==> src/rtl/jtag_pkg.sv <==
`default_nettype none
// ============================================================================
// Module      : jtag_pkg
// Description : Shared TAP state, opcode and AHB FSM definitions.
// Revision    : 1.0
// ============================================================================
package jtag_pkg;

    typedef enum logic [3:0] {
        TEST_LOGIC_RESET = 4'h0,
        UPDATE_IR        = 4'h1,
        RUN_TEST_IDLE    = 4'h2,
        SELECT_DR        = 4'h3,
        CAPTURE_DR       = 4'h4,
        SHIFT_DR         = 4'h5,
        EXIT1_DR         = 4'h6,
        PAUSE_DR         = 4'h7,
        EXIT2_DR         = 4'h8,
        UPDATE_DR        = 4'h9,
        SELECT_IR        = 4'hA,
        CAPTURE_IR       = 4'hB,
        SHIFT_IR         = 4'hC,
        EXIT1_IR         = 4'hD,
        PAUSE_IR         = 4'hE,
        EXIT2_IR         = 4'hF
    } tap_state_t;

    localparam int c_OP_IDCODE = 1;
    localparam int c_OP_ADDR   = 2;
    localparam int c_OP_WDATA  = 3;
    localparam int c_OP_RDATA  = 4;
    localparam int c_OP_STATUS = 5;

    typedef enum logic [1:0] {
        IDLE    = 2'd0,
        ADDR_PH = 2'd1,
        DATA_PH = 2'd2
    } ahb_state_t;

    typedef enum logic [2:0] {
        DR_BYPASS = 3'd0,
        DR_IDCODE = 3'd1,
        DR_ADDR   = 3'd2,
        DR_WDATA  = 3'd3,
        DR_RDATA  = 3'd4,
        DR_STATUS = 3'd5
    } dr_sel_t;

    localparam logic [1:0] c_HTRANS_IDLE   = 2'b00;
    localparam logic [1:0] c_HTRANS_NONSEQ = 2'b10;

endpackage
`default_nettype wire

==> src/rtl/jtag_tap_fsm.sv <==
`default_nettype none
// ============================================================================
// Module      : jtag_tap_fsm
// Description : IEEE 1149.1 16-state TAP controller driven by TMS.
// Revision    : 1.0
// ============================================================================
module jtag_tap_fsm
    import jtag_pkg::*;
(
    input  logic       clk,
    input  logic       rst,
    input  logic       i_tms,
    output tap_state_t o_state
);

    tap_state_t r_state;

    always_ff @(posedge clk) begin
        if (rst) begin
            r_state <= TEST_LOGIC_RESET;
        end else begin
            case (r_state)
                TEST_LOGIC_RESET: r_state <= i_tms ? TEST_LOGIC_RESET : RUN_TEST_IDLE;
                RUN_TEST_IDLE:    r_state <= i_tms ? SELECT_DR : RUN_TEST_IDLE;
                SELECT_DR:        r_state <= i_tms ? SELECT_IR : CAPTURE_DR;
                CAPTURE_DR:       r_state <= i_tms ? EXIT1_DR : SHIFT_DR;
                SHIFT_DR:         r_state <= i_tms ? EXIT1_DR : SHIFT_DR;
                EXIT1_DR:         r_state <= i_tms ? UPDATE_DR : PAUSE_DR;
                PAUSE_DR:         r_state <= i_tms ? EXIT2_DR : PAUSE_DR;
                EXIT2_DR:         r_state <= i_tms ? UPDATE_DR : SHIFT_DR;
                UPDATE_DR:        r_state <= i_tms ? SELECT_DR : RUN_TEST_IDLE;
                SELECT_IR:        r_state <= i_tms ? TEST_LOGIC_RESET : CAPTURE_IR;
                CAPTURE_IR:       r_state <= i_tms ? EXIT1_IR : SHIFT_IR;
                SHIFT_IR:         r_state <= i_tms ? EXIT1_IR : SHIFT_IR;
                EXIT1_IR:         r_state <= i_tms ? UPDATE_IR : PAUSE_IR;
                PAUSE_IR:         r_state <= i_tms ? EXIT2_IR : PAUSE_IR;
                EXIT2_IR:         r_state <= i_tms ? UPDATE_IR : SHIFT_IR;
                UPDATE_IR:        r_state <= i_tms ? SELECT_DR : RUN_TEST_IDLE;
                default:          r_state <= TEST_LOGIC_RESET;
            endcase
        end
    end

    assign o_state = r_state;

endmodule
`default_nettype wire

==> src/rtl/jtag_ahb_dtm.sv <==
`default_nettype none
// ============================================================================
// Module      : jtag_ahb_dtm
// Description : JTAG TAP with DR mux and AHB-Lite single-transfer master.
// Revision    : 1.0
// ============================================================================
module jtag_ahb_dtm
    import jtag_pkg::*;
#(
    parameter int          IR_W       = 4,
    parameter int          DATA_W     = 32,
    parameter int          ADDR_W     = 32,
    parameter logic [31:0] IDCODE_VAL = 32'h0F0F_0F01
) (
    input  logic              TCK,
    input  logic              TRST_N,
    input  logic              TMS,
    input  logic              TDI,
    output logic              TDO,
    input  logic              HREADY,
    input  logic              HRESP,
    input  logic [DATA_W-1:0] HRDATA,
    output logic [ADDR_W-1:0] HADDR,
    output logic [1:0]        HTRANS,
    output logic              HWRITE,
    output logic [2:0]        HSIZE,
    output logic [DATA_W-1:0] HWDATA
);

    // One shift register serves every DR; it must hold the widest of them.
    localparam int c_DR_W  = (ADDR_W > DATA_W) ? ((ADDR_W > 32) ? ADDR_W : 32)
                                               : ((DATA_W > 32) ? DATA_W : 32);
    localparam int c_IDX_W = $clog2(c_DR_W);
    localparam logic [ADDR_W-1:0] c_STEP = ADDR_W'(DATA_W / 8);

    tap_state_t        w_tap;
    dr_sel_t           w_sel;
    logic              w_rst;
    logic              w_clr;
    logic              w_busy;
    logic              w_update;
    logic [c_DR_W-1:0] w_dr_cap;
    logic [c_DR_W-1:0] w_dr_shift;
    logic [c_IDX_W-1:0] w_dr_msb;

    logic [IR_W-1:0]   r_ir;
    logic [IR_W-1:0]   r_ir_shift;
    logic [c_DR_W-1:0] r_dr;
    logic              r_tdo;
    ahb_state_t        r_ahb;
    logic [ADDR_W-1:0] r_addr;
    logic [ADDR_W-1:0] r_haddr;
    logic [DATA_W-1:0] r_hwdata;
    logic [DATA_W-1:0] r_rdata;
    logic [1:0]        r_htrans;
    logic              r_hwrite;
    logic              r_op_write;
    logic              r_autoinc;
    logic              r_error;
    logic              r_overrun;

    assign w_rst = ~TRST_N;

    jtag_tap_fsm u_tap (
        .clk     (TCK),
        .rst     (w_rst),
        .i_tms   (TMS),
        .o_state (w_tap)
    );

    // Test-Logic-Reset state acts like the pin reset for everything but the TAP.
    assign w_clr    = w_rst | (w_tap == TEST_LOGIC_RESET);
    assign w_busy   = (r_ahb != IDLE);
    assign w_update = (w_tap == UPDATE_DR);

    always_comb begin
        w_sel = DR_BYPASS;
        if (r_ir == IR_W'(c_OP_IDCODE))      w_sel = DR_IDCODE;
        else if (r_ir == IR_W'(c_OP_ADDR))   w_sel = DR_ADDR;
        else if (r_ir == IR_W'(c_OP_WDATA))  w_sel = DR_WDATA;
        else if (r_ir == IR_W'(c_OP_RDATA))  w_sel = DR_RDATA;
        else if (r_ir == IR_W'(c_OP_STATUS)) w_sel = DR_STATUS;
    end

    always_comb begin
        w_dr_cap = '0;
        w_dr_msb = '0;
        case (w_sel)
            DR_IDCODE: begin
                w_dr_cap = c_DR_W'(IDCODE_VAL);
                w_dr_msb = c_IDX_W'(31);
            end
            DR_ADDR: begin
                w_dr_cap = c_DR_W'(r_addr);
                w_dr_msb = c_IDX_W'(ADDR_W - 1);
            end
            DR_WDATA: begin
                w_dr_msb = c_IDX_W'(DATA_W - 1);
            end
            DR_RDATA: begin
                w_dr_cap = c_DR_W'(r_rdata);
                w_dr_msb = c_IDX_W'(DATA_W - 1);
            end
            DR_STATUS: begin
                w_dr_cap = c_DR_W'({r_overrun, r_error, w_busy, r_autoinc});
                w_dr_msb = c_IDX_W'(3);
            end
            default: ;
        endcase
        w_dr_shift           = r_dr >> 1;
        w_dr_shift[w_dr_msb] = TDI;
    end

    always_ff @(posedge TCK) begin
        if (w_clr) begin
            r_ir       <= IR_W'(c_OP_IDCODE);
            r_ir_shift <= '0;
        end else begin
            case (w_tap)
                CAPTURE_IR: r_ir_shift <= {{(IR_W-2){1'b0}}, 2'b01};
                SHIFT_IR:   r_ir_shift <= {TDI, r_ir_shift[IR_W-1:1]};
                UPDATE_IR:  r_ir       <= r_ir_shift;
                default: ;
            endcase
        end
    end

    always_ff @(posedge TCK) begin
        if (w_clr) begin
            r_dr <= '0;
        end else if (w_tap == CAPTURE_DR) begin
            r_dr <= w_dr_cap;
        end else if (w_tap == SHIFT_DR) begin
            r_dr <= w_dr_shift;
        end
    end

    always_ff @(negedge TCK) begin
        if (w_rst) begin
            r_tdo <= 1'b0;
        end else if (w_tap == SHIFT_IR) begin
            r_tdo <= r_ir_shift[0];
        end else if (w_tap == SHIFT_DR) begin
            r_tdo <= r_dr[0];
        end else begin
            r_tdo <= 1'b0;
        end
    end

    // DR updates come first so that FSM-side status sets override a W1C.
    always_ff @(posedge TCK) begin
        if (w_clr) begin
            r_ahb      <= IDLE;
            r_addr     <= '0;
            r_haddr    <= '0;
            r_hwdata   <= '0;
            r_rdata    <= '0;
            r_htrans   <= c_HTRANS_IDLE;
            r_hwrite   <= 1'b0;
            r_op_write <= 1'b0;
            r_autoinc  <= 1'b0;
            r_error    <= 1'b0;
            r_overrun  <= 1'b0;
        end else begin
            if (w_update) begin
                case (w_sel)
                    DR_ADDR: begin
                        if (w_busy) r_overrun <= 1'b1;
                        else        r_addr    <= r_dr[ADDR_W-1:0];
                    end
                    DR_STATUS: begin
                        r_autoinc <= r_dr[0];
                        if (r_dr[2]) r_error   <= 1'b0;
                        if (r_dr[3]) r_overrun <= 1'b0;
                    end
                    default: ;
                endcase
                if (w_sel == DR_WDATA) r_hwdata <= r_dr[DATA_W-1:0];
                if (w_sel == DR_WDATA || w_sel == DR_RDATA) begin
                    if (w_busy) begin
                        r_overrun <= 1'b1;
                    end else begin
                        r_htrans   <= c_HTRANS_NONSEQ;
                        r_hwrite   <= (w_sel == DR_WDATA);
                        r_op_write <= (w_sel == DR_WDATA);
                        r_haddr    <= r_addr;
                        r_ahb      <= ADDR_PH;
                    end
                end
            end

            case (r_ahb)
                ADDR_PH: begin
                    if (HREADY) begin
                        r_htrans <= c_HTRANS_IDLE;
                        r_hwrite <= 1'b0;
                        r_ahb    <= DATA_PH;
                    end
                end
                DATA_PH: begin
                    if (HREADY) begin
                        if (!r_op_write) r_rdata <= HRDATA;
                        if (HRESP)          r_error <= 1'b1;
                        else if (r_autoinc) r_addr  <= r_addr + c_STEP;
                        r_ahb <= IDLE;
                    end
                end
                default: ;
            endcase
        end
    end

    assign TDO    = r_tdo;
    assign HADDR  = r_haddr;
    assign HTRANS = r_htrans;
    assign HWRITE = r_hwrite;
    assign HWDATA = r_hwdata;
    assign HSIZE  = 3'($clog2(DATA_W / 8));

endmodule
`default_nettype wire

==> config.mk <==
export PLATFORM = sky130hd
export DESIGN_NAME = jtag_ahb_dtm
export DESIGN_NICKNAME = d
export VERILOG_FILES = /design/src/rtl/jtag_pkg.sv /design/src/rtl/jtag_tap_fsm.sv /design/src/rtl/jtag_ahb_dtm.sv
export SDC_FILE = /design/constraint.sdc
export NUM_CORES = 1
export LEC_CHECK = 0
export ABC_AREA = 0
export CAP_MARGIN = 10
export CORE_UTILIZATION = 50
export CTS_CLUSTER_SIZE = 14
export DETAILED_ROUTE_END_ITERATION = 10
export HOLD_SLACK_MARGIN = 0.03
export PLACE_DENSITY = 0.74
export SETUP_SLACK_MARGIN = 0.15
export SLEW_MARGIN = 20
export SYNTH_ARGS = -nofsm -noshare
export SYNTH_HDL_FRONTEND = slang
export SYNTH_SLANG_ARGS = --single-unit
==> constraint.sdc <==
create_clock -name TCK -period 5.1 [get_ports TCK]
set_input_delay 1.275 -clock TCK [delete_from_list [all_inputs] [get_ports TCK]]
set_output_delay 1.275 -clock TCK [all_outputs]
set_load 0.03 [all_outputs]
Word level (Yosys, flattened, before mapping)
Cells that the tools add are included.
Widths: inputs -> output; s select.
- add/subtract/negate cells: 1
- equal/unequal tests: 27
- multiplexer cells: 62
- $lt $le $gt $ge: 2
- multiply operators: 0
- shifts and indexed selects: 0
- bitwise operators: 4
- reduce and logical (&&, ||, !) cells: 14
- divide/modulo/power cells: 0
- operator list (kind ; number):
    $mux 32 ; 9
    $pmux 32 s4 ; 1
    $pmux 4 s12 ; 1
    $add 32x3->32 const B ; 1
    $bwmux 32 ; 1
    $eq 4x4->1 const B ; 8
    $mux 4 ; 7
    $eq 4x3->1 const B ; 6
    $mux 2 ; 12
    $mux 1 ; 21
    $eq 4x2->1 const B ; 4
    $mux 3 ; 5
    $pmux 5 s2 ; 1
    $eq 4x1->1 const B ; 2
    $pmux 4 s2 ; 1
    $eq 3x2->1 const B ; 2
    $eq 3x3->1 const B ; 2
    $lt 5x6->1 const B ; 1
    $reduce_and 3->1 ; 2
    $reduce_bool 2->1 ; 3
    $demux 1 s5 ; 1
    $ge 5x1->1 const B ; 1
    $logic_not 4->1 ; 1
    $pmux 2 s2 ; 1
    other kinds (12) ; 16
- word-level logic and storage cells: 126
- bits in read-only memories: 0
- RAM bits: 0
- memories: 0
- input port bits: 38
- output and inout port bits: 71
- bits in latches: 0
- flip-flop bits (word level): 182

Logic depth before layout (Yosys ltp)
Gate-level depths: netlist of the first run.
- depth in word-level cells: 16
- mapped depth: 9
- gate-level depth less buffers: 7

Cells and area by module
Synthesis of the first run repeated with hierarchy kept, for this count alone.
- cell total of the unflattened synthesis: 1066
- area, all modules: 8276.7 µm²
- by module, submodules not included (module ; sequential area each (µm²) ; cells each ; instances ; area each (µm²)):
    jtag_ahb_dtm ; 3563.4 ; 1026 ; 1 ; 7947.6
    jtag_tap_fsm ; 80.1 ; 40 ; 1 ; 329.1

==> results of run 1 <==
==> what timing repair did <==
action,CTS,global route
gates cloned,0,0
endpoints found under the setup margin,1,1
hold buffers,0,0
resized for setup,2,1
==> synthesized netlist by cell type (3+ instances only) <==
master / n / area (um2)
a211oi_1: 5 / 37.54
a21oi_1: 163 / 815.8
a21oi_2: 23 / 201.4
a222oi_1: 3 / 30.03
a22oi_1: 35 / 262.8
a31oi_1: 18 / 112.6
a32oi_1: 3 / 26.28
and3_1: 6 / 37.54
buf_1: 4 / 15.01
buf_2: 13 / 65.06
buf_4: 4 / 30.03
buf_6: 4 / 45.04
clkbuf_1: 68 / 255.2
dfxtp_1: 182 / 3643
ha_1: 4 / 50.05
inv_1: 13 / 48.80
mux2_2: 3 / 33.78
mux2i_1: 9 / 90.09
nand2_1: 239 / 897.1
nand3_1: 18 / 90.09
nand4_1: 11 / 68.82
nor2_1: 57 / 214.0
nor3_1: 14 / 70.07
nor4_1: 7 / 43.79
o211ai_1: 6 / 45.04
o21ai_0: 53 / 265.3
o21ai_1: 26 / 130.1
o221ai_1: 5 / 43.79
or3_1: 7 / 43.79
==> through the flow <==
step           cells  total power, uW  utilization [%]
3_3_place_gp    1301             1870            58.22
3_5_place_dp    1301             1872            58.22
4_1_cts         1332             3146            61.81
2_1_floorplan   1056             1772                -
6_report        1332             3148            61.79
5_1_grt         1332             3245            61.79
==> routing by layer <==
layer	track usage (%)	wire, um	vias to the layer above
met5	0	0	-
met4	10.40	527	0
met3	6.027	2131	38
met2	38.16	9391	381
met1	41.28	10780	3552
li1	-	-	3806
==> sequential cells by signal, summed over array words and instances (netlist names), 2 cells and up, named ones only <==
| signal | count |
|---|---|
| HWDATA | 32 |
| r_rdata | 32 |
| r_ir | 4 |
| r_addr | 32 |
| HTRANS | 2 |
| u_tap.o_state | 4 |
| r_ir_shift | 4 |
| HADDR | 32 |
| r_dr | 32 |
==> final timing paths <==
check | end | cells past startpoint | startpoint | slack, ps
max | TDO | 1 | TDO | 330
min | HADDR[14] | 2 | HADDR[14] | 450
min reg2reg | HADDR[14] | 2 | HADDR[14] | 450
max reg2reg | TDO | 3 | u_tap.o_state[3] | 1010
==> layout by cell type, fill, tap and decap left out, drive strengths merged, types with 4 or more instances in the layout <==
master	Yosys	routed
clkinvlp	0	5
o211ai	6	6
a21oi	186	186
nor4	10	10
nand4	11	11
inv	13	15
dfxtp	182	182
a211oi	5	5
or3	7	7
nand2	239	239
mux2i	9	9
a31oi	18	18
nor2	57	57
o21ai	79	79
a22oi	35	35
clkdlybuf4s50	0	104
nor3	15	15
nand3	18	18
buf	25	17
ha	4	4
and3	6	6
o221ai	5	5
clkbuf	68	21
==> tightest hold or removal path: cells and delay by family (launching register included) <==
family / cells / cell delay [ps]
flip-flops: 1 / 310
AO/OA/AOI/OAI: 1 / 50
AND/OR/NAND/NOR: 1 / 50
==> cells by family after synthesis <==
group / share of synthesized area (%)
buffers and inverters: 5.607
multiplexers: 1.513
AND/OR/NAND/NOR: 21.25
flip-flops: 44.49
AO/OA/AOI/OAI: 26.11
other: 0.09171
adder cells (fa/ha/maj): 0.6112
XOR/XNOR: 0.3209
==> final cells by class <==
cell class	instances	area, um2
fill	1423	6092
multi-input combinational	768	4130
sequential	182	3643
timing repair buffer	122	1186
clock buffer	20	446.7
tap	216	270.3
clock inverter	12	128.9
inverter	12	45.04
==> power breakdown <==
part	internal [uW]	switching [uW]	leakage, uW
registers	1440	50.3	0.00147
logic	115	237	0.00126
clock network	734	569	0.000270
==> metrics.md, run 1 <==
| Metric | Value |
|---|---|
| WP buf/inv | 1 |
| Buffers on Ports | 105 |
| Leakage power | 0.003001 uW |
| Wire per inst | 17.14 um |
| Detailed Routing Iterations Pass 1 | 5 |
| Core Footprint | 0.01594 mm2 |
| Antenna Nets Post-Route | 0 |
| Crit. End Element | primary output |
| Clock Sinks | about 180 |
| Post-Syn Instances | ~1100 |
| Post-synth EDFFs | 0 |
| Largest net degree at the start of global routing | between 150 and 200 |
| Synth Flop Type | dfxtp_1 |
| RSZ-0062 raised after global routing | false |
| Finished Cell Area | roughly 0.0099 mm2 |
| Worst Path Arrival | 3500 ps |
| Final nets | 1146 |
| DIE HEIGHT | 130.0 um |
| I/O pins | approximately 110 |
| CP max FO | 1 |
| DR vias | 7777 |
| Global Route Usage Sum | 27.56% |
| Vias/cell | 5.839 |
| HPWL after detailed placement | 15000 um |
| Crit path required time | 3830 ps |
| #FFs+latches synth | ~180 |
| Dpl cell area | 0.009283 mm2 |
| First-pass GRT wire length | 35960 um |
| Relative slew slack | 21.58% |
| Num CTS Buffers | 17 |
| CP max stage delay | 300 ps |
| Antenna diode instance count | 0 |
| Synth cell types | 64 |
| Worst VDD drop | 0.2252 mV |
| Crit-path slowest cell | dfxtp_1 |
| Max-Cap Viols | 0 |
| Initial antenna violation count | 0 |
| YS warnings | 0 |
| Clk pin slew, worst setup/hold paths | 70 ps |
| Clock Path Buffers | 2 |
| Min Hold Slack | between 400 and 500 ps |
| H-Tree Depth | 4 |
| Setup TNS Final | 0 ps |
| # rows | 46 |
| Final WS setup | 329.8 ps |
| PwrDens | 319.6 mW/mm2 |
| Min-delay worst type | flop to flop |
| Dpl ws | 325.8 ps |
| Synth-to-Final Area Change | 20.29% |
| Outcome | complete, no violations |
| Clock skew | 21.56 ps |
| Worst setup path class | flop to primary output |
| Post-CTS setup buffer count | 0 |
| Asr flop ratio synth | 0% |
| Initial Util | 51.37% |
| Die W | 130.0 um |
| Top delay family on crit path | flip-flops |
| Routed WL | 22830 um |
| Vias in the first global route | ~6600 |
| Avg Inst Size Synth | 7.762 um2 |
| CTS tree | built |
| CTS root buf | clkbuf_16 |
| Remaining Overflow, GRT | 0 |
| Worst setup SP type | flop |
| Die area | 0.01689 mm2 |
| DR iter-0 viols | between 700 and 800 |
| Sequential cell area fraction in the yosys report | 44.49% |
| Final Max Slew Viols | 0 |
| Setup violators final | 0 |
| GPL Wtd Cong | 0.8662 |
| Cells along the critical path | clkbuf_2 |
| DRC violations left | 0 |
| Synthesized area | between 0.008 and 0.009 mm2 |
| Final Hold Viols | 0 |
| Fraction of layout cells with a size suffix above 1 | just over 8% |
| Clock latency on the worst-skew pair | 450 ps |
| Worst slew pin tran | 1170 ps |
Note: power is estimated with default switching activity, not from simulation.
==> inputs of run 2 (changes only) <==
--- a/config.mk
+++ b/config.mk
@@ -7,11 +7,13 @@
 export LEC_CHECK = 0
 export ABC_AREA = 0
 export CAP_MARGIN = 10
-export CORE_UTILIZATION = 50
+export CELL_PAD_IN_SITES_DETAIL_PLACEMENT = 1
+export CELL_PAD_IN_SITES_GLOBAL_PLACEMENT = 2
+export CORE_UTILIZATION = 35
 export CTS_CLUSTER_SIZE = 14
 export DETAILED_ROUTE_END_ITERATION = 10
 export HOLD_SLACK_MARGIN = 0.03
-export PLACE_DENSITY = 0.74
+export PLACE_DENSITY_LB_ADDON = 0.1
 export SETUP_SLACK_MARGIN = 0.15
 export SLEW_MARGIN = 20
 export SYNTH_ARGS = -nofsm -noshare
==> metrics.md, run 2 (synthesized netlist as in run 1, its figures left out) <==
| Metric | Value |
|---|---|
| Largest net degree at the start of global routing | 138 |
| Die W | 155.0 um |
| DRC violations left | 0 |
| Clock Path Buffers | 2 |
| WP buf/inv | 1 |
| Leakage power | roughly 0.0030 uW |
| Remaining Overflow, GRT | 0 |
| Clock Sinks | approximately 180 |
| Num CTS Buffers | 17 |
| Crit-path slowest cell | dfxtp_1 |
| Worst slew pin tran | around 1000 ps |
| Antenna diode instance count | 0 |
| Routed WL | 27410 um |
| Setup violators final | 0 |
| HPWL after detailed placement | about 18000 um |
| I/O pins | 109 |
| CTS root buf | clkbuf_16 |
| Vias/cell | 5.460 |
| Global Route Usage Sum | roughly a quarter |
| Vias in the first global route | between 7000 and 8000 |
| PwrDens | 323.8 mW/mm2 |
| First-pass GRT wire length | 44010 um |
| Worst setup path class | flop to primary output |
| Footprint of the multi-input gates | 0.004139 mm2 |
| RSZ-0062 raised after global routing | false |
| H-Tree Depth | 4 |
| Buffers on Ports | 105 |
| Cells along the critical path | clkdlybuf4s15_2 |
| Clk pin slew, worst setup/hold paths | 70 ps |
| Relative slew slack | 30.23% |
| Initial antenna violation count | 0 |
| Commonest non-fill, non-tap cells in the layout | nand2_1 (239), dfxtp_1 (182), a21oi_1 (163) |
| Clock skew | 25.83 ps |
| Final Max Slew Viols | 0 |
| Synth-to-Final Area Change | 22.49% |
| Core Footprint | between 0.02 and 0.025 mm2 |
| GPL Wtd Cong | 0.7898 |
| Antenna Nets Post-Route | 0 |
| Commonest non-fill, non-tap cell in the layout | nand2_1 |
| Initial Util | ~36% |
| CP max stage delay | 300 ps |
| Outcome | complete, no violations |
| Worst Path Arrival | about 3600 ps |
| Die area | about 0.024 mm2 |
| Min-delay worst type | flop to flop |
| Fraction of layout cells with a size suffix above 1 | 8.579% |
| Dpl cell area | 0.009435 mm2 |
| Worst VDD drop | 0.1948 mV |
| Number of fill cells | 2770 |
| Final Hold Viols | 0 |
| # rows | 55 |
| Max-Cap Viols | 0 |
| FF/Latch Area | 0.003643 mm2 |
| Hold-fix buffers, CTS | 0 |
| DR vias | 7819 |
| CP max FO | 1 |
| Finished Cell Area | 0.01003 mm2 |
| Wire per inst | 19.14 um |
| DR iter-0 viols | ~570 |
| Detailed Routing Iterations Pass 1 | 7 |
| Min Hold Slack | about 450 ps |
| Post-CTS setup buffer count | 0 |
| Top delay family on crit path | flip-flops |
| Final nets | about 1100 |
| CTS tree | built |
| Clock latency on the worst-skew pair | ~460 ps |
| Crit. End Element | primary output |
| Setup TNS Final | 0 ps |
| Crit path required time | 3830 ps |
| Worst setup SP type | flop |
| DIE HEIGHT | 155.0 um |
run 2: cell types whose count changed in the layout (fill, tap and decap cells not counted), moves of 2 or more:
cell	change
inv_8	+3
clkinv_2	-2
clkbuf_1	-2
inv_6	+2
buf_4	+3
run 2: worst reg2reg max path: stages, from the launching register on:
cell	delay [ps]
dfxtp_1	320
buf_4	230
inv_1	150
or3_1	370
a21oi_1	150
run 2: area by class of cell:
| type | instances | share of cell area, % |
|---|---|---|
| repair buffers | 125 | 12.11 |
| multi-input cells | 768 | 41.26 |
| flip-flops and latches | 182 | 36.32 |
| clock buffers | 17 | 4.241 |
| well taps | 313 | 3.904 |
| inverters | 12 | 0.4490 |
| clock inverters | 15 | 1.709 |
run 2: through the flow:
| step | setup WS, ps | util, % | cells | power [uW] |
|---|---|---|---|---|
| after CTS | 210.8 | 44.03 | 1432 | 3283 |
| after global routing | 188.1 | 44.04 | 1432 | 3379 |
| after detailed placement | 329.5 | 41.42 | 1401 | 1911 |
| final | 228.6 | 44.04 | 1432 | 3248 |
| after floorplan | 815.7 | - | 1056 | 1772 |
| after global placement | 321.4 | 41.42 | 1401 | 1907 |
run 2: report_power, final:
part / total, uW / switching, uW / internal (uW)
Sequential: 1470 / 32.4 / 1440
Clock: 1370 / 635 / 738
Combinational: 401 / 277 / 124
Total: 3250 / 945 / 2300
run 2: what timing repair did:
item	in CTS	in global routing
resized for setup	3	0
endpoints found under the setup margin	1	0
endpoints found under the hold margin	0	0
run 2: path summary, 6_finish.rpt:
| check | startpoint | end | slack [ps] | cells past startpoint |
|---|---|---|---|---|
| setup / recovery | TDO | TDO | 230 | 1 |
| hold / removal | HADDR[16] | HADDR[16] | 450 | 2 |
| setup reg to reg | u_tap.o_state[3] | TDO | 1290 | 4 |
| hold reg to reg | HADDR[16] | HADDR[16] | 450 | 2 |
run 2: layer usage:
metal  share of wire, %  global-route usage, %  up-vias
met5                  0                      0        -
met4                1.0                  5.186        0
met3                4.3                  3.677       20
met2                 42                  34.17      192
met1                 53                  36.05     3787
li1                   -                      -     3820
